`src/rtl/margin_regbank.sv`:
```
// Top-K smallest-margin register bank: keeps N_REGISTERS entries, tracks the largest one
// for the external comparator via a sequential scan, and streams all slots out on request.
module margin_regbank #(
    parameter int DATA_WIDTH  = 16,
    parameter int INDX_WIDTH  = 8,
    parameter int ADDR_WIDTH  = 2,
    parameter int N_REGISTERS = 4
) (
    input  logic                                     clk,
    input  logic                                     rst,
    input  logic                                     s_valid,
    output logic                                     s_ready,
    input  logic                                     cmp_trig,
    input  logic [ADDR_WIDTH-1:0]                    cmp_rsel,
    input  logic [DATA_WIDTH+INDX_WIDTH+ADDR_WIDTH-1:0] cmp_dout,
    output logic [DATA_WIDTH+INDX_WIDTH+ADDR_WIDTH-1:0] max_out,
    input  logic                                     rd_start,
    input  logic                                     clr,
    output logic                                     m_valid,
    input  logic                                     m_ready,
    output logic [DATA_WIDTH+INDX_WIDTH+ADDR_WIDTH-1:0] m_data,
    output logic                                     m_last,
    output logic                                     busy
);

    localparam int EW = DATA_WIDTH + INDX_WIDTH + ADDR_WIDTH;
    localparam logic [ADDR_WIDTH-1:0] LAST_PTR = ADDR_WIDTH'(N_REGISTERS - 1);

    typedef enum logic [1:0] {
        IDLE = 2'd0,
        SCAN = 2'd1,
        READ = 2'd2
    } state_t;

    state_t                r_state;
    logic [EW-1:0]         r_slot [N_REGISTERS];
    logic [EW-1:0]         r_run;
    logic [EW-1:0]         r_max;
    logic [ADDR_WIDTH-1:0] r_ptr;
    logic                  r_s_ready;
    logic                  r_busy;
    logic                  r_m_valid;
    logic [EW-1:0]         r_m_data;
    logic                  r_m_last;

    logic [EW-1:0]         w_cand;
    logic [EW-1:0]         w_best;
    logic [ADDR_WIDTH-1:0] w_ptr_nxt;
    logic [ADDR_WIDTH-1:0] w_unused_addr;

    function automatic logic [EW-1:0] f_init_entry(input int i);
        logic [ADDR_WIDTH-1:0] a;
        a = ADDR_WIDTH'(i);
        return {a, {INDX_WIDTH{1'b0}}, {DATA_WIDTH{1'b1}}};
    endfunction

    // The incoming address bits are replaced by cmp_rsel on write.
    assign w_unused_addr = cmp_dout[EW-1:DATA_WIDTH+INDX_WIDTH];
    assign w_ptr_nxt     = r_ptr + ADDR_WIDTH'(1);

    // Scan step: slot 0 seeds the running max; later slots win only on a strictly larger margin.
    always_comb begin
        w_cand = r_slot[r_ptr];
        w_best = r_run;
        if (r_ptr == '0) begin
            w_best = w_cand;
        end else if (w_cand[DATA_WIDTH-1:0] > r_run[DATA_WIDTH-1:0]) begin
            w_best = w_cand;
        end else begin
            w_best = r_run;
        end
    end

    // Control FSM, slot storage and all registered outputs.
    always_ff @(posedge clk) begin
        if (rst) begin
            r_state   <= IDLE;
            for (int i = 0; i < N_REGISTERS; i++) r_slot[i] <= f_init_entry(i);
            r_run     <= '0;
            r_max     <= f_init_entry(0);
            r_ptr     <= '0;
            r_s_ready <= 1'b1;
            r_busy    <= 1'b0;
            r_m_valid <= 1'b0;
            r_m_data  <= '0;
            r_m_last  <= 1'b0;
        end else begin
            case (r_state)
                IDLE: begin
                    if (clr) begin
                        for (int i = 0; i < N_REGISTERS; i++) r_slot[i] <= f_init_entry(i);
                        r_max <= f_init_entry(0);
                    end else if (s_valid && cmp_trig) begin
                        r_slot[cmp_rsel] <= {cmp_rsel, cmp_dout[DATA_WIDTH+INDX_WIDTH-1:0]};
                        r_state   <= SCAN;
                        r_ptr     <= '0;
                        r_s_ready <= 1'b0;
                        r_busy    <= 1'b1;
                    end else if (rd_start) begin
                        r_state   <= READ;
                        r_ptr     <= '0;
                        r_s_ready <= 1'b0;
                        r_busy    <= 1'b1;
                        r_m_valid <= 1'b1;
                        r_m_data  <= r_slot[0];
                        r_m_last  <= (N_REGISTERS == 1);
                    end else begin
                        r_state <= IDLE;
                    end
                end
                SCAN: begin
                    r_run <= w_best;
                    if (r_ptr == LAST_PTR) begin
                        r_max     <= w_best;
                        r_state   <= IDLE;
                        r_ptr     <= '0;
                        r_s_ready <= 1'b1;
                        r_busy    <= 1'b0;
                    end else begin
                        r_ptr <= w_ptr_nxt;
                    end
                end
                READ: begin
                    if (m_ready) begin
                        if (r_ptr == LAST_PTR) begin
                            r_state   <= IDLE;
                            r_ptr     <= '0;
                            r_s_ready <= 1'b1;
                            r_busy    <= 1'b0;
                            r_m_valid <= 1'b0;
                            r_m_last  <= 1'b0;
                        end else begin
                            r_ptr    <= w_ptr_nxt;
                            r_m_data <= r_slot[w_ptr_nxt];
                            r_m_last <= (w_ptr_nxt == LAST_PTR);
                        end
                    end else begin
                        r_ptr <= r_ptr;
                    end
                end
                default: begin
                    r_state   <= IDLE;
                    r_ptr     <= '0;
                    r_s_ready <= 1'b1;
                    r_busy    <= 1'b0;
                    r_m_valid <= 1'b0;
                    r_m_last  <= 1'b0;
                end
            endcase
        end
    end

    assign s_ready = r_s_ready;
    assign busy    = r_busy;
    assign max_out = r_max;
    assign m_valid = r_m_valid;
    assign m_data  = r_m_data;
    assign m_last  = r_m_last;

endmodule

```
`config.mk`:
```
export PLATFORM = sky130hd
export DESIGN_NAME = margin_regbank
export DESIGN_NICKNAME = d
export VERILOG_FILES = /design/src/rtl/margin_regbank.sv
export SDC_FILE = /design/constraint.sdc
export NUM_CORES = 1
export LEC_CHECK = 0
export BUFFER_PORTS_ARGS = -buffer_cell sky130_fd_sc_hd__buf_2
export CAP_MARGIN = 20
export CORE_AREA = 2 2 152 117
export CTS_BUF_LIST = sky130_fd_sc_hd__clkbuf_16
export DETAILED_ROUTE_END_ITERATION = 10
export DIE_AREA = 0 0 154 119
export PLACE_DENSITY = 0.84
export SLEW_MARGIN = 25
export SYNTH_ARGS = -nofsm -noshare
export SYNTH_HDL_FRONTEND = slang
export SYNTH_SLANG_ARGS = --single-unit
export TNS_END_PERCENT = 20
```
`constraint.sdc`:
```
create_clock -name clk -period 5.75 [get_ports clk]
set_input_delay 0.575 -clock clk [delete_from_list [all_inputs] [get_ports clk]]
set_output_delay 0.575 -clock clk [all_outputs]
set_load 0.02 [all_outputs]
```
# Word-level counts from Yosys, hierarchy flattened

Memories as Yosys holds them, arrays and structs flattened. A register that Yosys moved wholly into a read port is not among the register bits.
Index checks and enable logic that the tools add are counted.

Flip-flop bits (word level): 86
Bits in writable memories: 104
Input port bits: 35
Output and inout bits: 56
Word-level logic and storage cells: 107
Memories: 1

Memories:

| memory | words | width | read ports | clocked after memory_dff | write ports | RTL line | RTL |
|---|---|---|---|---|---|---|---|
| r_slot | 4     | 26    | 3          | 1                        | 4           | 36       | `logic [EW-1:0] r_slot [N_REGISTERS];` |

Add/sub/neg operators: 1
Magnitude comparators: 1
Equal/unequal tests: 13
Multiplexer cells: 65
Bitwise logic cells: 5
Reductions and logical operators: 12

Operator list:

| kind                                                                  | count |
|---|---|
| 26-bit 2-to-1 mux                                                     | 14 |
| 26-bit case mux with 2 select lines                                   | 2 |
| 1-bit 2-to-1 mux                                                      | 30 |
| 2-bit 2-to-1 mux                                                      | 13 |
| 26-bit OR reduction                                                   | 1 |
| 16-bit > comparator                                                   | 1 |
| 2-bit inequality test, second input constant                          | 8 |
| 1-bit case mux with 3 select lines                                    | 4 |
| 2-bit case mux with 3 select lines                                    | 2 |
| 6-bit AND reduction                                                   | 2 |
| 2-bit equality test, second input constant                            | 3 |
| 3-bit AND reduction                                                   | 2 |
| 5-bit AND reduction                                                   | 1 |
| 2-bit zero test                                                       | 2 |
| 1-bit bitwise OR                                                      | 4 |
| 2-bit nonzero test                                                    | 2 |
| 3-bit inequality test, second input constant                          | 1 |
| 2-bit by 1-bit adder with 2-bit output, second input constant         | 1 |
| 2-bit by 1-bit equality test with 1-bit output, second input constant | 1 |
| 2-bit AND reduction                                                   | 1 |
| 1-bit logical AND                                                     | 1 |
| 1-bit inverter                                                        | 1 |

# Logic depth before layout (Yosys ltp)

Gate-level depths: netlist (run 1).

Depth in word-level cells: 8
Gate-level depth with buffers: 13
Depth with buffers taken out: 10

# Least setup slack after synthesis (run 1)

Ideal clock, no wire load.

Kind: input -> register
Start: input rst
End: memory r_slot[2][0] in the netlist's numbering (enable)
Setup time: 0.445 ns
Data arrival time: 3.175 ns
Required time: 5.305 ns
Slack: 2.130 ns
Cell stages on the path: 5
Buffers on the path: 2
Cells stage by stage: clkbuf_1 nor3_1 nand2_1 clkbuf_1 o21ai_0

RTL lines:

| element     | RTL line | RTL |
|---|---|---|
| from (decl) | 10       | `input logic rst,` |
| to (decl)   | 36       |  |

==> results of run 1 <==
==> worst max-delay path, stage by stage, from the launching register on <==
cell and delay (ps):
sky130_fd_sc_hd__dfxtp_4 710, sky130_fd_sc_hd__mux4_2 660, sky130_fd_sc_hd__ha_1 330, sky130_fd_sc_hd__nand4_1 180, sky130_fd_sc_hd__nor3_2 400, sky130_fd_sc_hd__a221o_1 850
sky130_fd_sc_hd__buf_4 390, sky130_fd_sc_hd__nand3_1 120, sky130_fd_sc_hd__a21oi_1 180
==> per-stage QoR <==
stage | cell area (um2) | util | std cells | hold slack, ps | total power [mW]
6_report | 10200 | 0.597 | 1154 | 425 | 3.02
5_1_grt | 10200 | 0.597 | 1154 | 421 | 3.13
4_1_cts | 10200 | 0.596 | 1152 | 412 | 3.02
3_5_place_dp | 9660 | 0.566 | 1120 | 462 | 1.99
3_3_place_gp | 9660 | 0.566 | 1120 | 459 | 1.97
2_1_floorplan | 9100 | - | 865 | 449 | 1.85
==> worst max-delay path by stage <==
stage,slack [ps],end,cells after the start,start
CTS,1500,r_run[17]$_SDFFE_PP0P_,8,flop
detailed placement,1540,r_run[17]$_SDFFE_PP0P_,8,flop
global route,1490,r_run[22]$_SDFFE_PP0P_,8,flop
global placement,1580,max_out[2]$_SDFFE_PP1P_,8,flop
finish,1830,r_run[18]$_SDFFE_PP0P_,8,flop
floorplan,2130,r_slot[2][0]$_SDFFCE_PN1P_,5,rst
==> sequential cells by signal (all words and copies together), names as in the netlist, named ones only <==
register,count
busy,1
m_data,26
m_last,1
m_valid,1
max_out,26
r_ptr,2
r_run,26
r_slot,104
r_state,2
s_ready,1
==> kinds of logic after synthesis <==
group                    Yosys count  share of synthesized area
other                              2                   0.000827
adder cells (fa/ha/maj)           22                     0.0303
flip-flops                       192                      0.538
buffers and inverters             91                     0.0425
AND/OR/NAND/NOR                  326                      0.184
multiplexers                      31                     0.0689
AO/OA/AOI/OAI                    195                      0.135
==> power by group through the flow <==
stage	clock, mW	sequential [mW]	combinational (mW)
after detailed placement	0	1.60	0.389
after global routing	1.13	1.58	0.429
final	1.06	1.57	0.396
after CTS	1.06	1.57	0.390
after global placement	0	1.59	0.376
after floorplan	0	1.62	0.229
==> synthesized netlist by cell type (2+ instances only) <==
cell,instances,area [um2]
sky130_fd_sc_hd__a21o_1,2,15.0
sky130_fd_sc_hd__conb_1,2,7.51
sky130_fd_sc_hd__o22ai_1,24,150
sky130_fd_sc_hd__and2_1,26,163
sky130_fd_sc_hd__edfxtp_1,104,3120
sky130_fd_sc_hd__mux4_2,25,563
sky130_fd_sc_hd__o311a_1,8,80.1
sky130_fd_sc_hd__nor3_1,12,60.1
sky130_fd_sc_hd__o311ai_1,4,35.0
sky130_fd_sc_hd__o21ai_1,6,30.0
sky130_fd_sc_hd__buf_4,2,15.0
sky130_fd_sc_hd__inv_1,24,90.1
sky130_fd_sc_hd__nor3_2,2,20.0
sky130_fd_sc_hd__clkbuf_1,39,146
sky130_fd_sc_hd__nand3_1,62,310
sky130_fd_sc_hd__ha_1,22,275
sky130_fd_sc_hd__nand2b_1,55,344
sky130_fd_sc_hd__a32oi_1,10,87.6
sky130_fd_sc_hd__dfxtp_1,88,1760
sky130_fd_sc_hd__a21oi_1,38,190
sky130_fd_sc_hd__o21ai_0,63,315
sky130_fd_sc_hd__buf_6,2,22.5
sky130_fd_sc_hd__a22oi_1,2,15.0
sky130_fd_sc_hd__mux2i_1,4,40.0
sky130_fd_sc_hd__o311ai_0,12,105
sky130_fd_sc_hd__nand2_1,41,154
sky130_fd_sc_hd__a31oi_1,16,100
sky130_fd_sc_hd__or3_1,21,131
sky130_fd_sc_hd__buf_1,6,22.5
sky130_fd_sc_hd__nor2_1,80,300
sky130_fd_sc_hd__buf_2,17,85.1
sky130_fd_sc_hd__and3_1,9,56.3
sky130_fd_sc_hd__mux2_2,2,22.5
sky130_fd_sc_hd__nand4_1,13,81.3
==> layout make-up <==
type / instances / area (um2)
fillers: 1390 / 6880
flip-flops and latches: 192 / 4890
multi-input cells: 582 / 3870
repair buffers: 102 / 549
clock buffers: 18 / 450
well taps: 220 / 275
inverters: 25 / 93.8
clock inverters: 14 / 66.3
diodes: 1 / 2.50
==> layer usage <==
metal  up-vias  global-route usage
met5         -                   0
met4         2              0.0730
met3        35              0.0593
met2       431               0.392
met1      3401               0.374
li1       3293                   -
==> Implementation_results.wiki, run 1 <==
{| class="wikitable"
! Metric !! Value
|-
| Run status || finished clean
|-
| Most instantiated flip-flop cell in the synthesis netlist || sky130_fd_sc_hd__edfxtp_1
|-
| Height of the die || 119 um
|-
| Per-cell routed wire length || 20.2 um
|-
| Number of nets with antenna violations after detailed routing || 0
|-
| Initial core utilization || 0.532
|-
| First-pass detailed-route iteration total || 5
|-
| Htree depth || 4
|-
| Via count of the first global-routing pass || about 6.7k
|-
| Hold Crit Depth || 2
|-
| Final WL || 23,300 um
|-
| Power share of the combinational group || 0.131
|-
| Number of ports placed on the die boundary || 91
|-
| Async SR Flop Fraction || 0
|-
| Unrepaired setup endpoints after global routing || no
|-
| Relative slew slack || 0.317
|-
| Pwr dens || 296 mW/mm2
|-
| Net switching power || 0.809 mW
|-
| Clock buffer count from CTS || 17
|-
| Clock latency on the worst-skew pair || 440 ps
|-
| Share of the yosys chip area belonging to registers || 0.538
|-
| Library cell used as clock root buffer || sky130_fd_sc_hd__clkbuf_16
|-
| Die Area || between 0.015 and 0.02 mm2
|-
| Top layer in use || met5
|-
| Classification of the worst-slack hold path || input port to flop
|-
| Routed length on met3 || between 2000 and 2500 um
|-
| Synthesized cell area || 0.00908 mm2
|-
| Total negative slack for setup checks || 0 ps
|-
| Post-Synthesis Cells || 859
|-
| Sequential cell fraction of total power || 0.519
|-
| Final-report max-slew violation count || 0
|-
| Die X || 154 um
|-
| Top library cells by usage in the layout, fill and taps aside || sky130_fd_sc_hd__edfxtp_1 (104), sky130_fd_sc_hd__buf_2 (88), sky130_fd_sc_hd__dfxtp_1 (86), sky130_fd_sc_hd__nor2_1 (80)
|-
| Final critical-path setup slack || 1830 ps
|-
| Clock transition at the registers of the reported paths || roughly 70 ps
|-
| Number of antenna violations at the first check in global routing || 2
|-
| Routed metal-1 wirelength || 9920 um
|-
| GR Util All Layers || 0.258
|-
| Startpoint of the most critical hold path || cmp_dout[9]
|-
| Vias/cell || 6.21
|-
| Length of routed met2 wiring || 10,500 um
|-
| Buffers added on ports || 88
|-
| Net count reported at finish || around 980
|-
| Cell count of the worst reg-to-reg path || 8
|-
| Type of the setup path with the least slack || flop to flop
|-
| Most common library cell in the layout ignoring fill and taps || sky130_fd_sc_hd__edfxtp_1
|-
| Post-Synthesis Mean Instance Area || ~11 um2
|-
| Placer congestion estimate || 0.851
|-
| Drt initial violations || 840
|-
| Floorplan core area || 0.0171 mm2
|-
| Number of setup violations in the final report || 0
|-
| Net Sw Frac || 0.268
|-
| VDD IR-drop max || around 0.22 mV
|-
| First-pass GRT wire length || 36,300 um
|-
| Number of enable flip-flop cells after synthesis || between 100 and 150
|-
| Via Count || 7,162
|-
| Pre-CTS setup slack || 1540 ps
|-
| Number of buffers inserted by post-CTS setup repair || 0
|-
| Leak pwr || 3.60 nW
|-
| Startpoint class of the critical path || flop
|-
| MaxCap Viol Count || 0
|-
| Int Pwr || 2.21 mW
|-
| Final Hold Violating Endpoints || 0
|-
| Endpoint class of the critical path || flop
|-
| Number of unique standard cell types used by synthesis || 50
|-
| Hold worst-path end || r_slot[3][9]$_SDFFCE_PN1P_
|-
| Std-Cell Rows || 42
|-
| Register bit count reported by yosys || 192
|-
| Crit path DAT || 4280 ps
|-
| Final critical-path share of the clock period || 0.681
|-
| Pin count of the biggest net entering global routing || 51
|-
| HPWL after detailed placement || 14,700 um
|-
| Number of instances resized during post-cts repair || 0
|-
| Count of hold buffers inserted by post-cts repair || 0
|-
| Global-route congestion overflow total || 0
|-
| Register-to-register path setup slack || 1830 ps
|-
| R2r endpoint || r_run[18]$_SDFFE_PP0P_
|-
| Min Tclk post-route || 3920 ps
|-
| Part of the power in the clock network || 0.350
|-
| Biggest fanout along the worst timing path || 28
|-
| Fraction of final layout cells sized beyond drive strength 1 || 0.177
|-
| Least-Margin Pin Slew || 1020 ps
|-
| Clock tree from TritonCTS || done
|-
| Highest attainable clock frequency || 255 MHz
|-
| Setup skew after layout || about 13 ps
|-
| Relative area change from synthesis to final layout || 12.4%
|-
| Number of clock sinks || approximately 190
|-
| CTS Buffer Depth || 2
|-
| Remaining design rule violation count || 0
|-
| Required time of the critical path || 6110 ps
|-
| Number of synthesis warnings || 0
|}
No activity file was read; power rests on OpenSTA's default activity.
==> run 2, diff against run 1 <==
- ABC_AREA: not set -> 1
- CORE_AREA: 2 2 152 117 -> 2 2 153 117
- DIE_AREA: 0 0 154 119 -> 0 0 155 119
- clock period: 5.75 -> 3.7 ns (I/O delays scaled with it)
==> run 2 against run 1 <==
  * Non-clock buffer count increased by 10
  * Wire length decreased by 1.8%
  * Total power increased to 2.7 times the previous value
  * Combinational power increased to 8.7 times the previous value
  * Largest cell class unchanged
  * Global-route usage decreased by 0.60 points
  * Synthesized cell count increased by 27%
  * Via count increased by 9.9%
  * Setup slack got worse by 1300 ps
  * Core utilization increased by 1.1 points
  * Critical path depth increased by 7
  * First-iteration DRC count increased by 10%
==> Implementation_results.wiki, run 2 <==
{| class="wikitable"
! Metric !! Value
|-
| Number of nets with antenna violations after detailed routing || 0 (unchanged)
|-
| Buffers added on ports || 88 (unchanged)
|-
| Relative area change from synthesis to final layout || 13.6%
|-
| Max FFs per register || 104 (unchanged)
|-
| Cell type with the highest occurrence count on the critical path || sky130_fd_sc_hd__nand2_1
|-
| Startpoint class of the critical path || flop
|-
| Number of unique standard cell types used by synthesis || 38 (-24%)
|-
| Final critical-path setup slack || 487 ps (-1350 ps)
|-
| Biggest fanout along the worst timing path || 40 (+43%)
|-
| Remaining design rule violation count || 0 (unchanged)
|-
| Number of clock sinks || 192 (unchanged)
|-
| Library cell used as clock root buffer || sky130_fd_sc_hd__clkbuf_16
|-
| Clock transition at the registers of the reported paths || 80 ps (about the same)
|-
| Number of enable flip-flop cells after synthesis || 104 (unchanged)
|-
| Synth top cells by count || sky130_fd_sc_hd__nand2_1 (189), sky130_fd_sc_hd__nor2_1 (160), sky130_fd_sc_hd__inv_1 (120)
|-
| Async SR Flop Fraction || 0 (unchanged)
|-
| Fraction of final layout cells sized beyond drive strength 1 || 0.139 (-0.0381)
|-
| Vias/cell || 5.61 (-9.5%)
|-
| Least-Margin Pin Slew || 889 ps (-135 ps)
|-
| Total placed cells including tap cells || 1,369 (+22%)
|-
| Floorplan core area || 0.0172 mm2 (+0.62%)
|-
| Post-synth top area share || 0.339 (-0.00454)
|-
| Sequential cell fraction of total power || 0.357 (-0.162)
|-
| First-pass GRT wire length || 36,400 um (+0.23%)
|-
| Number of setup violations in the final report || 0 (unchanged)
|-
| Mux share of post-synthesis cell area || 0 (-0.0689)
|-
| Pre-CTS setup slack || 569 ps (-971 ps)
|-
| Net count reported at finish || 1,226 (+25%)
|-
| Die Area || 0.0184 mm2 (+0.65%)
|-
| Net Sw Frac || 0.424 (+0.157)
|-
| Number of instances resized during post-cts repair || 0 (unchanged)
|-
| Number of synthesis warnings || 0 (unchanged)
|-
| Hold Crit Depth || 3 (+1)
|-
| Crit path cell chain || buf_4 > o21ai_0 > o22ai_1 > ha_1 > a21o_1 > nor2_1 > nand2_1 > nand2_1 > nand2_1 > nand2_2 > nand2_2 > nand2_1 > nand3_1 > nand2_1 > nand2_1
|-
| Htree depth || 4 (unchanged)
|-
| Leak pwr || 4.23 nW (+18%)
|-
| Relative slew slack || 0.408 (+0.0903)
|-
| Clock buffer count from CTS || 17 (unchanged)
|-
| Cell depth of the worst setup path || 15 (+7)
|-
| Global-route congestion overflow total || 0 (unchanged)
|-
| Classification of the worst-slack hold path || input port to flop
|-
| Register bit count reported by yosys || 192 (unchanged)
|-
| Placer congestion estimate || 0.925 (+8.7%)
|-
| Die X || 155 um (+0.65%)
|-
| Master of the slowest instance on the critical path || sky130_fd_sc_hd__o22ai_1
|-
| Number of antenna violations at the first check in global routing || 0 (-2)
|-
| Post-Synthesis Cells || 1,092 (+27%)
|-
| Synth area leaders || sky130_fd_sc_hd__edfxtp_1 (34%), sky130_fd_sc_hd__dfxtp_1 (19%), sky130_fd_sc_hd__nand2_1 (7.7%)
|-
| GR Util All Layers || 0.252 (-0.00601)
|-
| Final-report max-slew violation count || 0 (unchanged)
|-
| Total negative slack for setup checks || 0 ps (unchanged)
|-
| Min Tclk post-route || 3210 ps (-704 ps)
|-
| Clock tree from TritonCTS || done
|-
| Top library cells by usage in the layout, fill and taps aside || sky130_fd_sc_hd__nand2_1 (189), sky130_fd_sc_hd__nor2_1 (160), sky130_fd_sc_hd__inv_1 (120), sky130_fd_sc_hd__o21ai_0 (113), sky130_fd_sc_hd__edfxtp_1 (104)
|-
| Most common library cell in the layout ignoring fill and taps || sky130_fd_sc_hd__nand2_1
|-
| Post-layout power || 8.22 mW (+170%)
|-
| Antenna Cells || 0 (-1)
|-
| HPWL after detailed placement || 14,800 um (+0.33%)
|-
| Part of the power in the clock network || 0.224 (-0.126)
|-
| Initial core utilization || 0.535 (+0.00381)
|-
| Post-synthesis compound-gate area fraction || 0.166 (+0.0307)
|-
| Final critical-path share of the clock period || 0.868 (+0.187)
|-
| Per-cell routed wire length || 16.3 um (-19%)
|-
| First-pass detailed-route iteration total || 7 (+2)
|-
| Final Hold Violating Endpoints || 0 (unchanged)
|-
| Count of hold buffers inserted by post-cts repair || 0 (unchanged)
|-
| Via Count || 7,872 (+9.9%)
|-
| Endpoint class of the critical path || flop
|-
| Clock latency on the worst-skew pair || 440 ps (about the same)
|-
| Combined buffer and inverter count along the critical path || 1 (unchanged)
|-
| CTS Buffer Depth || 2 (unchanged)
|-
| MaxCap Viol Count || 0 (unchanged)
|-
| Pin count of the biggest net entering global routing || 51 (unchanged)
|-
| Kind of cell adding the most delay to the critical path || simple AND/OR/NAND/NOR gates
|-
| Post-synthesis simple-gate area fraction || 0.186 (+0.00193)
|-
| Final Instance Count excl. Fillers || 1,402 (+21%)
|-
| Adder-cell area share of the yosys netlist || 0.0299 (-0.000400)
|-
| Count of fill cells added during filler insertion || 1,367 (-1.7%)
|-
| Pwr dens || 786 mW/mm2 (+170%)
|-
| Most common cell in the synthesized netlist || sky130_fd_sc_hd__nand2_1
|-
| Highest cell delay on the worst timing path || 430 ps (-420 ps)
|-
| Top cell type by total area after synthesis || sky130_fd_sc_hd__edfxtp_1
|-
| Run status || finished clean
|-
| Top register by number of flip-flops || r_slot
|-
| Type of the setup path with the least slack || flop to flop
|-
| Power share of the combinational group || 0.419 (+0.288)
|-
| Xor and xnor fraction of the mapped netlist area || 0 (unchanged)
|-
| Share of the core filled with cells || 0.608 (+0.0111)
|-
| Required time of the critical path || 4040 ps (-2070 ps)
|-
| Post-Synthesis Mean Instance Area || 8.42 um2 (-20%)
|-
| Number of buffers inserted by post-CTS setup repair || 0 (unchanged)
|-
| Crit path DAT || 3550 ps (-730 ps)
|-
| VDD IR-drop max || 0.405 mV (+82%)
|-
| Number of ports placed on the die boundary || 91 (unchanged)
|-
| Highest attainable clock frequency || 311 MHz (+22%)
|-
| Share of the yosys chip area belonging to registers || 0.531 (-0.00710)
|-
| Most instantiated flip-flop cell in the synthesis netlist || sky130_fd_sc_hd__edfxtp_1
|-
| Via count of the first global-routing pass || 7,343 (+10%)
|-
| Height of the die || 119 um (unchanged)
|-
| Std-Cell Rows || 42 (unchanged)
|-
| Unrepaired setup endpoints after global routing || no
|-
| Cell count of the worst reg-to-reg path || 15 (+7)
|-
| Drt initial violations || 924 (+10%)
|-
| Setup skew after layout || 10.1 ps (-2.51 ps)
|-
| Synthesized cell area || 0.00920 mm2 (+1.3%)
|-
| Final WL || 22,800 um (-1.8%)
|-
| Main combinational cell family by area after synthesis || simple AND/OR/NAND/NOR gates
|-
| Net switching power || 3.49 mW (+330%)
|-
| Int Pwr || 4.73 mW (+110%)
|}
## run 2: power by group through the flow
stage	combinational (mW)	clock (mW)	sequential [mW]
2_1_floorplan	2.11	0	3.23
3_3_place_gp	3.27	0	2.96
3_5_place_dp	3.34	0	2.97
4_1_cts	3.37	1.85	2.93
5_1_grt	3.80	1.95	2.98
6_report	3.44	1.84	2.94
## run 2: logic make-up after synthesis
logic type	count (synthesis)
AO/OA/AOI/OAI	267
AND/OR/NAND/NOR	415
adder cells (fa/ha/maj)	22
buffers and inverters	194
flip-flops	192
other	2
## run 2: layout make-up
| cell class | count | area (um2) | share of cell area |
|---|---|---|---|
| multi-input combinational | 712 | 3550 | 0.340 |
| tap | 220 | 275 | 0.0263 |
| clock inverter | 14 | 149 | 0.0142 |
| sequential | 192 | 4880 | 0.467 |
| inverter | 134 | 503 | 0.0481 |
| clock buffer | 18 | 450 | 0.0431 |
| timing repair buffer | 112 | 641 | 0.0613 |
## run 2: final timing paths
kind                                start                          to  slack, ps
setup reg to reg                     flop    max_out[14]$_SDFFE_PP1P_        490
hold / removal                cmp_dout[0]  r_slot[3][0]$_SDFFCE_PN1P_        230
setup / recovery                     flop    max_out[14]$_SDFFE_PP1P_        490
hold reg to reg   max_out[1]$_SDFFE_PP1P_     max_out[1]$_SDFFE_PP1P_        460
## run 2: per-layer routing
layer,wire length [um],track usage,up-vias
li1,-,-,3805
met1,9800,0.359,3547
met2,9900,0.379,470
met3,2670,0.0586,50
met4,482,0.0880,0
met5,0,0,-
## run 2: worst register-to-register path: stages, from the launching register on
cell and delay, ps:
sky130_fd_sc_hd__dfxtp_1 340, sky130_fd_sc_hd__buf_4 380, sky130_fd_sc_hd__o21ai_0 170, sky130_fd_sc_hd__o22ai_1 430, sky130_fd_sc_hd__ha_1 340, sky130_fd_sc_hd__a21o_1 180, sky130_fd_sc_hd__nor2_1 110, sky130_fd_sc_hd__nand2_1 60
sky130_fd_sc_hd__nand2_1 50, sky130_fd_sc_hd__nand2_1 60, sky130_fd_sc_hd__nand2_2 170, sky130_fd_sc_hd__nand2_2 350, sky130_fd_sc_hd__nand2_1 150, sky130_fd_sc_hd__nand3_1 130, sky130_fd_sc_hd__nand2_1 120, sky130_fd_sc_hd__nand2_1 60
## run 2: stage by stage
stage	instance area, um2	hold slack, ps
6_report	10500	228
5_1_grt	10500	228
4_1_cts	10400	223
3_5_place_dp	9840	450
3_3_place_gp	9840	445
2_1_floorplan	9220	445
==> run 3, diff against run 2 <==
- BUFFER_PORTS_ARGS: -buffer_cell sky130_fd_sc_hd__buf_2 -> -buffer_cell sky130_fd_sc_hd__buf_4
- CTS_CLUSTER_DIAMETER: not set -> 200
- clock period: 3.7 -> 3.95 ns (I/O delays scaled with it)
==> run 3 against run 2 <==
  * Critical path depth is 1 lower
  * Sequential share of layout area is 0.73 points lower
  * Clock skew is 0.77 ps lower
  * Flip-flop and latch count did not move
  * Largest cell class unchanged
  * Die area did not move
  * Sequential power decreased by 6%
  * Critical path type unchanged
  * Cell count is essentially flat
  * Design area grew 1.6%
  * Via count about the same
  * Register-to-register slack gained 80 ps
  * Global-route usage up 0.58 points
  * First-iteration DRC count rose by 3.5%
==> Implementation_results.wiki, run 3 (synthesis results as in run 2) <==
{| class="wikitable"
! Metric !! Value
|-
| Floorplan core area || 0.0172 mm2 (unchanged)
|-
| Total placed cells including tap cells || 1,368 (-0.073%)
|-
| Type of the setup path with the least slack || flop to flop
|-
| Clock tree from TritonCTS || done
|-
| Post-layout power || 7.78 mW (-5.3%)
|-
| Classification of the worst-slack hold path || input port to flop
|-
| Relative area change from synthesis to final layout || 15.4%
|-
| Std-Cell Rows || 42 (unchanged)
|-
| Number of antenna violations at the first check in global routing || 0 (unchanged)
|-
| Int Pwr || 4.53 mW (-4.3%)
|-
| Pwr dens || 733 mW/mm2 (-6.8%)
|-
| Final-report max-slew violation count || 0 (unchanged)
|-
| HPWL after detailed placement || 15,400 um (+4.2%)
|-
| Number of ports placed on the die boundary || 91 (unchanged)
|-
| Clock buffer count from CTS || 17 (unchanged)
|-
| Leak pwr || 4.28 nW (+1.1%)
|-
| Top register by number of flip-flops || r_slot
|-
| Sequential cell fraction of total power || 0.356 (about the same)
|-
| Die Area || 0.0184 mm2 (unchanged)
|-
| Antenna Cells || 0 (unchanged)
|-
| CTS Buffer Depth || 2 (unchanged)
|-
| Net Sw Frac || 0.418 (-0.00633)
|-
| Library cell used as clock root buffer || sky130_fd_sc_hd__clkbuf_16
|-
| Final Instance Count excl. Fillers || 1,401 (-0.071%)
|-
| MaxCap Viol Count || 0 (unchanged)
|-
| Net count reported at finish || 1,225 (-0.082%)
|-
| Buffers added on ports || 88 (unchanged)
|-
| Run status || finished clean
|-
| Count of hold buffers inserted by post-cts repair || 0 (unchanged)
|-
| Clock transition at the registers of the reported paths || 60 ps (-20 ps)
|-
| Highest attainable clock frequency || 296 MHz (-5.0%)
|-
| First-pass detailed-route iteration total || 5 (-2)
|-
| Placer congestion estimate || 0.861 (-6.9%)
|-
| Endpoint class of the critical path || flop
|-
| Drt initial violations || 956 (+3.5%)
|-
| Die X || 155 um (unchanged)
|-
| Setup skew after layout || 9.33 ps (-0.765 ps)
|-
| Final Hold Violating Endpoints || 0 (unchanged)
|-
| GR Util All Layers || 0.258 (+0.00581)
|-
| Most common library cell in the layout ignoring fill and taps || sky130_fd_sc_hd__nand2_1
|-
| Max FFs per register || 104 (unchanged)
|-
| Number of setup violations in the final report || 0 (unchanged)
|-
| Final critical-path share of the clock period || 0.856 (-0.0121)
|-
| Post-route cell area || 0.0106 mm2 (+1.6%)
|-
| Register-to-register path setup slack || 570 ps (+80 ps)
|-
| Top library cells by usage in the layout, fill and taps aside || sky130_fd_sc_hd__nand2_1 (189), sky130_fd_sc_hd__nor2_1 (160), sky130_fd_sc_hd__inv_1 (124), sky130_fd_sc_hd__o21ai_0 (113), sky130_fd_sc_hd__buf_4 (109)
|-
| Startpoint of the most critical hold path || cmp_dout[7]
|-
| Number of instances resized during post-cts repair || 0 (unchanged)
|-
| Vias/cell || 5.62 (about the same)
|-
| Pin count of the biggest net entering global routing || 56 (+9.8%)
|-
| Global-route congestion overflow total || 0 (unchanged)
|-
| Hold worst-path end || r_slot[3][7]$_SDFFCE_PN1P_
|-
| Htree depth || 4 (unchanged)
|-
| Startpoint class of the critical path || flop
|-
| Required time of the critical path || 4300 ps (+260 ps)
|-
| Unrepaired setup endpoints after global routing || no
|-
| Crit path DAT || 3730 ps (+180 ps)
|-
| Net switching power || 3.25 mW (-6.7%)
|-
| Via Count || 7,869 (-0.038%)
|-
| Power share of the combinational group || 0.434 (+0.015)
|-
| Remaining design rule violation count || 0 (unchanged)
|-
| Biggest fanout along the worst timing path || 55 (+38%)
|-
| Relative slew slack || 0.534 (+0.126)
|-
| Number of nets with antenna violations after detailed routing || 0 (unchanged)
|-
| Hold Crit Depth || 3 (unchanged)
|-
| Min Tclk post-route || 3380 ps (+169 ps)
|-
| Total negative slack for setup checks || 0 ps (unchanged)
|-
| Via count of the first global-routing pass || 7,244 (-1.3%)
|-
| Part of the power in the clock network || 0.211 (-0.013)
|-
| VDD IR-drop max || 0.386 mV (-4.6%)
|-
| Number of clock sinks || 192 (unchanged)
|-
| Count of fill cells added during filler insertion || 1,414 (+3.4%)
|-
| Clock latency on the worst-skew pair || 440 ps (about the same)
|-
| Number of buffers inserted by post-CTS setup repair || 0 (unchanged)
|-
| Final WL || 23,500 um (+2.7%)
|-
| Per-cell routed wire length || 16.7 um (+2.8%)
|-
| First-pass GRT wire length || 36,700 um (+0.89%)
|-
| Height of the die || 119 um (unchanged)
|-
| Cell count of the worst reg-to-reg path || 14 (-1)
|-
| Least-Margin Pin Slew || 699 ps (-190 ps)
|-
| Initial core utilization || 0.535 (unchanged)
|-
| Area post-placement || 0.0101 mm2 (+2.2%)
|-
| R2r endpoint || r_run[22]$_SDFFE_PP0P_
|-
| Fraction of final layout cells sized beyond drive strength 1 || 0.135 (-0.00327)
|}
==> run 3: layer usage <==
| layer | global-route usage | wire length (um) |
|---|---|---|
| met1 | 0.345 | 9640 |
| met2 | 0.406 | 10600 |
| met3 | 0.0811 | 2780 |
| met4 | 0.0729 | 412 |
| met5 | 0 | 0 |
==> run 3: final cells by class <==
type | instances | area (um2) | share of cell area
clock buffers | 18 | 450 | 0.0424
clock inverters | 14 | 101 | 0.00954
inverters | 134 | 503 | 0.0474
multi-input cells | 712 | 3550 | 0.334
flip-flops and latches | 192 | 4880 | 0.460
well taps | 220 | 275 | 0.0259
repair buffers | 111 | 853 | 0.0804
==> run 3: critical path: stages (launching register included) <==
cell and delay, ps:
sky130_fd_sc_hd__dfxtp_1 330, sky130_fd_sc_hd__buf_4 470, sky130_fd_sc_hd__o21ai_0 190, sky130_fd_sc_hd__o22ai_1 470, sky130_fd_sc_hd__ha_1 350, sky130_fd_sc_hd__a21o_1 180, sky130_fd_sc_hd__nor2_1 100, sky130_fd_sc_hd__nand2_1 60
sky130_fd_sc_hd__nand2_1 50, sky130_fd_sc_hd__nand2_1 50, sky130_fd_sc_hd__nand2_2 170, sky130_fd_sc_hd__nand2_2 350, sky130_fd_sc_hd__nand2_1 170, sky130_fd_sc_hd__nand3_1 120, sky130_fd_sc_hd__a21oi_1 220
==> run 3: power groups by stage <==
stage / registers (mW) / logic [mW] / clock network (mW)
floorplan: 3.03 / 1.98 / 0
global placement: 2.78 / 3.20 / 0
detailed placement: 2.80 / 3.29 / 0
CTS: 2.76 / 3.32 / 1.64
global route: 2.81 / 3.70 / 1.73
finish: 2.77 / 3.38 / 1.64
==> run 3: metrics by stage <==
step	worst slack, ps	utilization	hold slack, ps
global route	267	0.618	247
finish	568	0.618	256
global placement	784	0.585	451
CTS	704	0.617	249
floorplan	1510	-	445
detailed placement	731	0.585	454
==> run 3: worst max path at each step <==
| stage | end | cells after the start |
|---|---|---|
| 5_1_grt | max_out[11]$_SDFFE_PP1P_ | 15 |
| 3_3_place_gp | max_out[13]$_SDFFE_PP1P_ | 15 |
| 4_1_cts | max_out[11]$_SDFFE_PP1P_ | 18 |
| 3_5_place_dp | max_out[12]$_SDFFE_PP1P_ | 18 |
| 6_report | r_run[22]$_SDFFE_PP0P_ | 14 |
| 2_1_floorplan | r_slot[2][0]$_SDFFCE_PN1P_ | 8 |
